<file path="config.mk">
export PLATFORM = sky130hd
export DESIGN_NAME = sti_rx_flat
export DESIGN_NICKNAME = d
export VERILOG_FILES = /design/src/rtl/sti_rx_if.sv /design/src/rtl/sti_rx.sv /design/src/flat_wrapper.sv
export SDC_FILE = /design/constraint.sdc
export NUM_CORES = 1
export LEC_CHECK = 0
export CAP_MARGIN = 20
export CORE_MARGIN = 2
export CORE_UTILIZATION = 40
export DETAILED_ROUTE_END_ITERATION = 7
export HOLD_SLACK_MARGIN = 0.03
export PLACE_DENSITY_LB_ADDON = 0.12
export SYNTH_ARGS = -nofsm -noshare
export SYNTH_HDL_FRONTEND = slang
export SYNTH_SLANG_ARGS = --single-unit
</file>
<file path="constraint.sdc">
create_clock -name clk -period 5.65 [get_ports clk]
set_input_delay 1.4125 -clock clk [delete_from_list [all_inputs] [get_ports clk]]
set_output_delay 1.4125 -clock clk [all_outputs]
set_load 0.05 [all_outputs]
</file>
<file path="src/rtl/sti_rx_if.sv">
// ---------------------------------------------------------------------------
// sti_rx_if
// Bundles the STI receiver signals: the serial input stream, the frame
// configuration and the decoded word outputs.
//   master : serial source / configuration owner (drives si_*, cfg_*)
//   slave  : the sti_rx receiver (drives po_*, busy)
// Signals:
//   si_data, si_valid  serial bit and its qualifier
//   cfg_length         00=8, 01=16, 10=24, 11=32 bit frames
//   cfg_msb            1=MSB first, 0=LSB first
//   cfg_low            8-bit frames: 1=payload is high byte
//   cfg_fill           24/32-bit frames: 1=payload in top 16 bits
//   po_data            reconstructed 16-bit word
//   po_valid, po_err   one-cycle strobes (word ready / frame bad)
//   busy               frame in progress
// ---------------------------------------------------------------------------
interface sti_rx_if;
  logic        si_data;
  logic        si_valid;
  logic [1:0]  cfg_length;
  logic        cfg_msb;
  logic        cfg_low;
  logic        cfg_fill;
  logic [15:0] po_data;
  logic        po_valid;
  logic        po_err;
  logic        busy;

  modport master (
    output si_data, si_valid, cfg_length, cfg_msb, cfg_low, cfg_fill,
    input  po_data, po_valid, po_err, busy
  );

  modport slave (
    input  si_data, si_valid, cfg_length, cfg_msb, cfg_low, cfg_fill,
    output po_data, po_valid, po_err, busy
  );
endinterface

</file>
<file path="src/rtl/sti_rx.sv">
// ---------------------------------------------------------------------------
// sti_rx
// Receiving end of the STI serial link. Collects an 8/16/24/32-bit frame
// from the si_data/si_valid stream and rebuilds the 16-bit payload word.
// Ports:
//   clk    rising-edge clock
//   reset  asynchronous, active-low reset
//   bus    sti_rx_if.slave (serial input, cfg_*, po_data/po_valid/po_err/busy)
// Configuration is latched on the first bit of each frame.
// Optional build macro STI_RX_PADCHECK_EN: when defined, nonzero pad bits
// of 24/32-bit frames raise po_err together with po_valid.
// ---------------------------------------------------------------------------
module sti_rx (
  input logic     clk,
  input logic     reset,
  sti_rx_if.slave bus
);

  typedef enum logic {IDLE, RECV} state_t;

  state_t      state_reg, state_next;
  logic [5:0]  cnt_reg, cnt_next;
  logic [31:0] shift_reg, shift_next;
  logic [1:0]  len_reg, len_next;
  logic        msb_reg, msb_next;
  logic        low_reg, low_next;
  logic        fill_reg, fill_next;
  logic [15:0] data_reg, data_next;
  logic        valid_reg, valid_next;
  logic        err_reg, err_next;

  // Frame decode, evaluated on the shift value that includes the current bit.
  logic [2:0]  len_plus;
  logic [5:0]  n_bits;
  logic [31:0] shift_in;
  logic [31:0] shift_rev;
  logic [31:0] word;
  logic [15:0] payload;

  assign len_plus = {1'b0, len_reg} + 3'd1;
  assign n_bits   = {len_plus, 3'b000};
  assign shift_in = {shift_reg[30:0], bus.si_data};

  // The first received bit sits at shift_in[N-1]; for LSB-first frames it
  // must land at W[0], so reverse all 32 bits and drop the unused top part.
  for (genvar gi = 0; gi < 32; gi++) begin : g_rev
    assign shift_rev[gi] = shift_in[31-gi];
  end

  assign word = msb_reg ? shift_in : (shift_rev >> (6'd32 - n_bits));

  always_comb begin
    payload = 16'h0000;
    case (len_reg)
      2'b00:   payload = low_reg ? {word[7:0], 8'h00} : {8'h00, word[7:0]};
      2'b01:   payload = word[15:0];
      2'b10:   payload = fill_reg ? word[23:8]  : word[15:0];
      default: payload = fill_reg ? word[31:16] : word[15:0];
    endcase
  end

`ifdef STI_RX_PADCHECK_EN
  logic pad_bad;
  always_comb begin
    pad_bad = 1'b0;
    case (len_reg)
      2'b10:   pad_bad = fill_reg ? (word[7:0]   != 8'h00)   : (word[23:16] != 8'h00);
      2'b11:   pad_bad = fill_reg ? (word[15:0]  != 16'h0000) : (word[31:16] != 16'h0000);
      default: pad_bad = 1'b0;
    endcase
  end
`endif

  always_ff @(posedge clk or negedge reset) begin
    if (!reset) begin
      state_reg <= IDLE;
      cnt_reg   <= '0;
      shift_reg <= '0;
      len_reg   <= '0;
      msb_reg   <= 1'b0;
      low_reg   <= 1'b0;
      fill_reg  <= 1'b0;
      data_reg  <= '0;
      valid_reg <= 1'b0;
      err_reg   <= 1'b0;
    end else begin
      state_reg <= state_next;
      cnt_reg   <= cnt_next;
      shift_reg <= shift_next;
      len_reg   <= len_next;
      msb_reg   <= msb_next;
      low_reg   <= low_next;
      fill_reg  <= fill_next;
      data_reg  <= data_next;
      valid_reg <= valid_next;
      err_reg   <= err_next;
    end
  end

  always_comb begin
    state_next = state_reg;
    cnt_next   = cnt_reg;
    shift_next = shift_reg;
    len_next   = len_reg;
    msb_next   = msb_reg;
    low_next   = low_reg;
    fill_next  = fill_reg;
    data_next  = data_reg;
    valid_next = 1'b0;
    err_next   = 1'b0;

    case (state_reg)
      IDLE: begin
        if (bus.si_valid) begin
          len_next   = bus.cfg_length;
          msb_next   = bus.cfg_msb;
          low_next   = bus.cfg_low;
          fill_next  = bus.cfg_fill;
          shift_next = {31'd0, bus.si_data};
          cnt_next   = 6'd1;
          state_next = RECV;
        end
      end
      default: begin
        if (bus.si_valid) begin
          shift_next = shift_in;
          cnt_next   = cnt_reg + 6'd1;
          if (cnt_reg + 6'd1 == n_bits) begin
            data_next  = payload;
            valid_next = 1'b1;
`ifdef STI_RX_PADCHECK_EN
            err_next   = pad_bad;
`endif
            cnt_next   = '0;
            state_next = IDLE;
          end
        end else begin
          // Truncated frame: drop it, keep the last delivered word.
          err_next   = 1'b1;
          cnt_next   = '0;
          state_next = IDLE;
        end
      end
    endcase
  end

  assign bus.po_data  = data_reg;
  assign bus.po_valid = valid_reg;
  assign bus.po_err   = err_reg;
  assign bus.busy     = (state_reg == RECV);

endmodule

</file>
<file path="src/flat_wrapper.sv">
// flat-port wrapper written by rule: the top's interface ports become plain ports
module sti_rx_flat 
  (clk, reset, bus_si_data, bus_si_valid, bus_cfg_length, bus_cfg_msb, bus_cfg_low, bus_cfg_fill, bus_po_data, bus_po_valid, bus_po_err, bus_busy);
  sti_rx_if bus_i ();
  input logic clk;
  input logic reset;
  input wire logic [$bits(bus_i.si_data)-1:0] bus_si_data;
  input wire logic [$bits(bus_i.si_valid)-1:0] bus_si_valid;
  input wire logic [$bits(bus_i.cfg_length)-1:0] bus_cfg_length;
  input wire logic [$bits(bus_i.cfg_msb)-1:0] bus_cfg_msb;
  input wire logic [$bits(bus_i.cfg_low)-1:0] bus_cfg_low;
  input wire logic [$bits(bus_i.cfg_fill)-1:0] bus_cfg_fill;
  output wire logic [$bits(bus_i.po_data)-1:0] bus_po_data;
  output wire logic [$bits(bus_i.po_valid)-1:0] bus_po_valid;
  output wire logic [$bits(bus_i.po_err)-1:0] bus_po_err;
  output wire logic [$bits(bus_i.busy)-1:0] bus_busy;
  assign bus_i.si_data = bus_si_data;
  assign bus_i.si_valid = bus_si_valid;
  assign bus_i.cfg_length = bus_cfg_length;
  assign bus_i.cfg_msb = bus_cfg_msb;
  assign bus_i.cfg_low = bus_cfg_low;
  assign bus_i.cfg_fill = bus_cfg_fill;
  assign bus_po_data = bus_i.po_data;
  assign bus_po_valid = bus_i.po_valid;
  assign bus_po_err = bus_i.po_err;
  assign bus_busy = bus_i.busy;
  sti_rx u_core (.clk(clk), .reset(reset), .bus(bus_i));
endmodule
</file>
==> impl_metrics.json <==
{
  "status": "completed",
  "finalHoldViolations": 0,
  "grt-ovfl-total": 0,
  "antenna_found_initial": 0,
  "power_leakage_nw": 1.893,
  "power.switching_w": 0.0003889,
  "cp_max_fo": 37,
  "antenna_left": 0,
  "cp_cell_sequence": "buf_4 > inv_2 > ha_1 > buf_4 > xor2_1 > nand4b_1 > o21ai_0 > o21ai_0 > a211oi_1 > a21o_1",
  "fill_cells": 994,
  "clkPwrFrac_pct": 35.8,
  "yosysWarnings": 0,
  "rows": 37,
  "crit_path_start": "u_core.len_reg[0]$_DFFE_PN0P_",
  "ctsResizeCount": 0,
  "synth_ff_type": "dfrtp_1",
  "crit_type": "register to register",
  "io-pin-count": 28,
  "fin_crit_sh_pct": 58.55,
  "power.density_nw_per_um2": 252.7,
  "synthArstFlopShare_pct": 100.0,
  "wirelength_mm": 10.80,
  "drc": 0,
  "slowest_stage": "o21ai_0",
  "crit_arrival_ns": 3.59,
  "avgViaCountPerCell": 5.809,
  "p_int_w": 0.0007976,
  "setup_tns_ns": 0,
  "rrSetupSlack_ns": 2.34,
  "area_growth_pct": 10.68,
  "netlist_area_um2": 4242,
  "swShare_pct": 32.78,
  "hold_slack_ns": 0.4807,
  "finalCriticalPeriod_ns": 3.308,
  "globalplace.congestion": 0.8711,
  "max_slew_margin_pct": 22.94,
  "setup_violations": 0,
  "dieHeight_um": 107.0,
  "drtIter0Drc": 240,
  "maxSlewViolCount": 0,
  "grt_util_all_layers_pct": 19.91,
  "cts_buffers": 9,
  "cp-endpoint": "u_core.bus.po_data[13]$_DFFE_PN0P_",
  "first_global_vias": 3314,
  "ir_drop_v": 0.0001038,
  "postSynthCellCount": 492,
  "largest_reg_flops": 31,
  "crit_path_start_kind": "register",
  "die_x_um": 107.0,
  "hold_path_class": "register to register",
  "synth_edf_count": 0,
  "cts_sinks": 61,
  "clk_path_buf_depth": 2,
  "clk_pin_slew_ns": 0.07,
  "worst_slew_pin_slew_ns": 1.156,
  "firstDrtPassIters": 5,
  "reg2regPathDepth": 10,
  "ys_types": 58,
  "cts_root_buf": "clkbuf_8",
  "fin_worst_skew_ns": 0.01174,
  "syn-num-nets": 507,
  "seqPwrFrac_pct": 40.5,
  "num_vias": 3648,
  "dr_wl_met3_um": 594,
  "grt_pass1_wl_mm": 17.86,
  "clk_latency_ns": 0.35,
  "wire_per_inst_um": 17.19,
  "cap_violations": 0,
  "wl_met2_mm": 4.562,
  "ys_ff_latch": 61,
  "pwr-share-comb_pct": 23.6,
  "final_util_pct": 45.47,
  "core-area_um2": 10320,
  "postCtsSetupRepairBufs": 0,
  "initial_core_util_pct": 41.09,
  "endpoint_kind": "register",
  "top_layer": "met4",
  "layout-drive-gt1-share_pct": 8.537,
  "cts_tree": "done",
  "holdBufCountCts": 0,
  "r2r-end": "u_core.bus.po_data[13]$_DFFE_PN0P_",
  "cpPeakStageDelay_ns": 0.44,
  "rsz0062_at_grt": "no",
  "diodes": 0,
  "dp_hpwl_mm": 7.225,
  "grt_max_degree": 70,
  "h-tree-depth": 3,
  "synth-seq-area-share_pct": 35.99,
  "power.total_w": 0.001186,
  "synth.avg_cell_area_um2": 8.621,
  "max_freq_ghz": 0.3023,
  "crit_required_ns": 5.94,
  "die_area_um2": 11440,
  "reg2reg_from": "u_core.len_reg[0]$_DFFE_PN0P_",
  "final_net_count": 502,
  "holdPathStages": 2,
  "wl_met1_mm": 5.519,
  "io_buffers": 27
}
==> synthesized netlist by cell type, types with 9 or more instances <==
cell type | instances | area share (%)
mux2i_1 | 22 | 5.2
inv_1 | 38 | 3.4
a211oi_1 | 9 | 1.6
nand3_1 | 34 | 4.0
nor2_1 | 17 | 1.5
o21ai_0 | 53 | 6.3
clkbuf_1 | 23 | 2.0
dfrtp_1 | 61 | 36
nand2_1 | 51 | 4.5
a21oi_1 | 13 | 1.5
buf_2 | 10 | 1.2
o31ai_1 | 14 | 2.5
o221ai_1 | 10 | 2.1
==> critical path: cells and delay by family (launching register included) <==
kind                       cells  cell delay, ns
buffers and inverters          3            1.04
AOI/OAI and AO/OA              4            0.98
adders and majority gates      1            0.36
DFF                            1            0.32
and+or+nand+nor                1            0.32
xor gates and xnor gates       1            0.19
==> final cells by class <==
class | instances | area, um2 | area share (%)
clock buffers | 11 | 131.4 | 2.799
clock inverters | 5 | 75.07 | 1.599
inverters | 39 | 146.4 | 3.118
multi-input cells | 343 | 2300 | 48.99
flip-flops and latches | 61 | 1526 | 32.52
well taps | 136 | 170.2 | 3.625
repair buffers | 33 | 345.3 | 7.356
==> logic make-up after synthesis <==
| logic type | count (synthesis) | share of synthesized area, % |
|---|---|---|
| buffers and inverters | 88 | 9.793 |
| flip-flops | 61 | 35.99 |
| multiplexers | 32 | 7.935 |
| adder cells (fa/ha/maj) | 6 | 1.770 |
| AO/OA/AOI/OAI | 160 | 26.87 |
| AND/OR/NAND/NOR | 138 | 15.87 |
| XOR/XNOR | 7 | 1.770 |
==> layout by cell type, fill, tap and decap left out, drive strengths merged, types with 7 or more instances in the layout <==
cell type and n:
a211oi 9, a21oi 13, a221oi 8, a22oi 10, a32oi 8, buf 8, clkbuf 11, clkdlybuf4s50 25
dfrtp 61, inv 39, mux2 10, mux2i 22, nand2 52, nand3 34, nor2 17, nor3 7
o21ai 58, o221ai 10, o31ai 14, or2 8
==> through the flow <==
| step | instance area (um2) | std cells | setup slack (ns) |
|---|---|---|---|
| after CTS | 4639 | 626 | 1.771 |
| after floorplan | 4242 | 492 | 3.019 |
| after global placement | 4433 | 610 | 2.198 |
| final | 4695 | 628 | 2.342 |
| after global routing | 4695 | 628 | 2.090 |
| after detailed placement | 4433 | 610 | 2.062 |
==> power groups by stage <==
| stage | clock [W] | combinational, W | sequential [W] |
|---|---|---|---|
| after floorplan | 0 | 0.000255 | 0.000470 |
| after global placement | 0 | 0.000269 | 0.000490 |
| after detailed placement | 0 | 0.000272 | 0.000490 |
| after CTS | 0.000435 | 0.000273 | 0.000482 |
| after global routing | 0.000460 | 0.000308 | 0.000483 |
| final | 0.000425 | 0.000280 | 0.000481 |
==> worst min-delay path by stage <==
| stage | startpoint | to | slack [ns] |
|---|---|---|---|
| final | u_core.bus.po_data[4]$_DFFE_PN0P_ | u_core.bus.po_data[4]$_DFFE_PN0P_ | 0.48 |
| after global placement | u_core.bus.po_data[2]$_DFFE_PN0P_ | u_core.bus.po_data[2]$_DFFE_PN0P_ | 0.46 |
| after detailed placement | u_core.bus.po_data[1]$_DFFE_PN0P_ | u_core.bus.po_data[1]$_DFFE_PN0P_ | 0.47 |
| after floorplan | u_core.shift_reg[24]$_DFFE_PN0P_ | u_core.shift_reg[25]$_DFFE_PN0P_ | 0.51 |
| after CTS | u_core.bus.po_data[1]$_DFFE_PN0P_ | u_core.bus.po_data[1]$_DFFE_PN0P_ | 0.49 |
| after global routing | u_core.bus.po_data[1]$_DFFE_PN0P_ | u_core.bus.po_data[1]$_DFFE_PN0P_ | 0.51 |
==> per-layer routing <==
layer / vias up / GRT usage (%)
li1: 1775 / -
met1: 1740 / 30.78
met2: 122 / 27.48
met3: 11 / 4.012
met4: 0 / 6.401
met5: - / 0
Power figures use the tool's default switching activity.
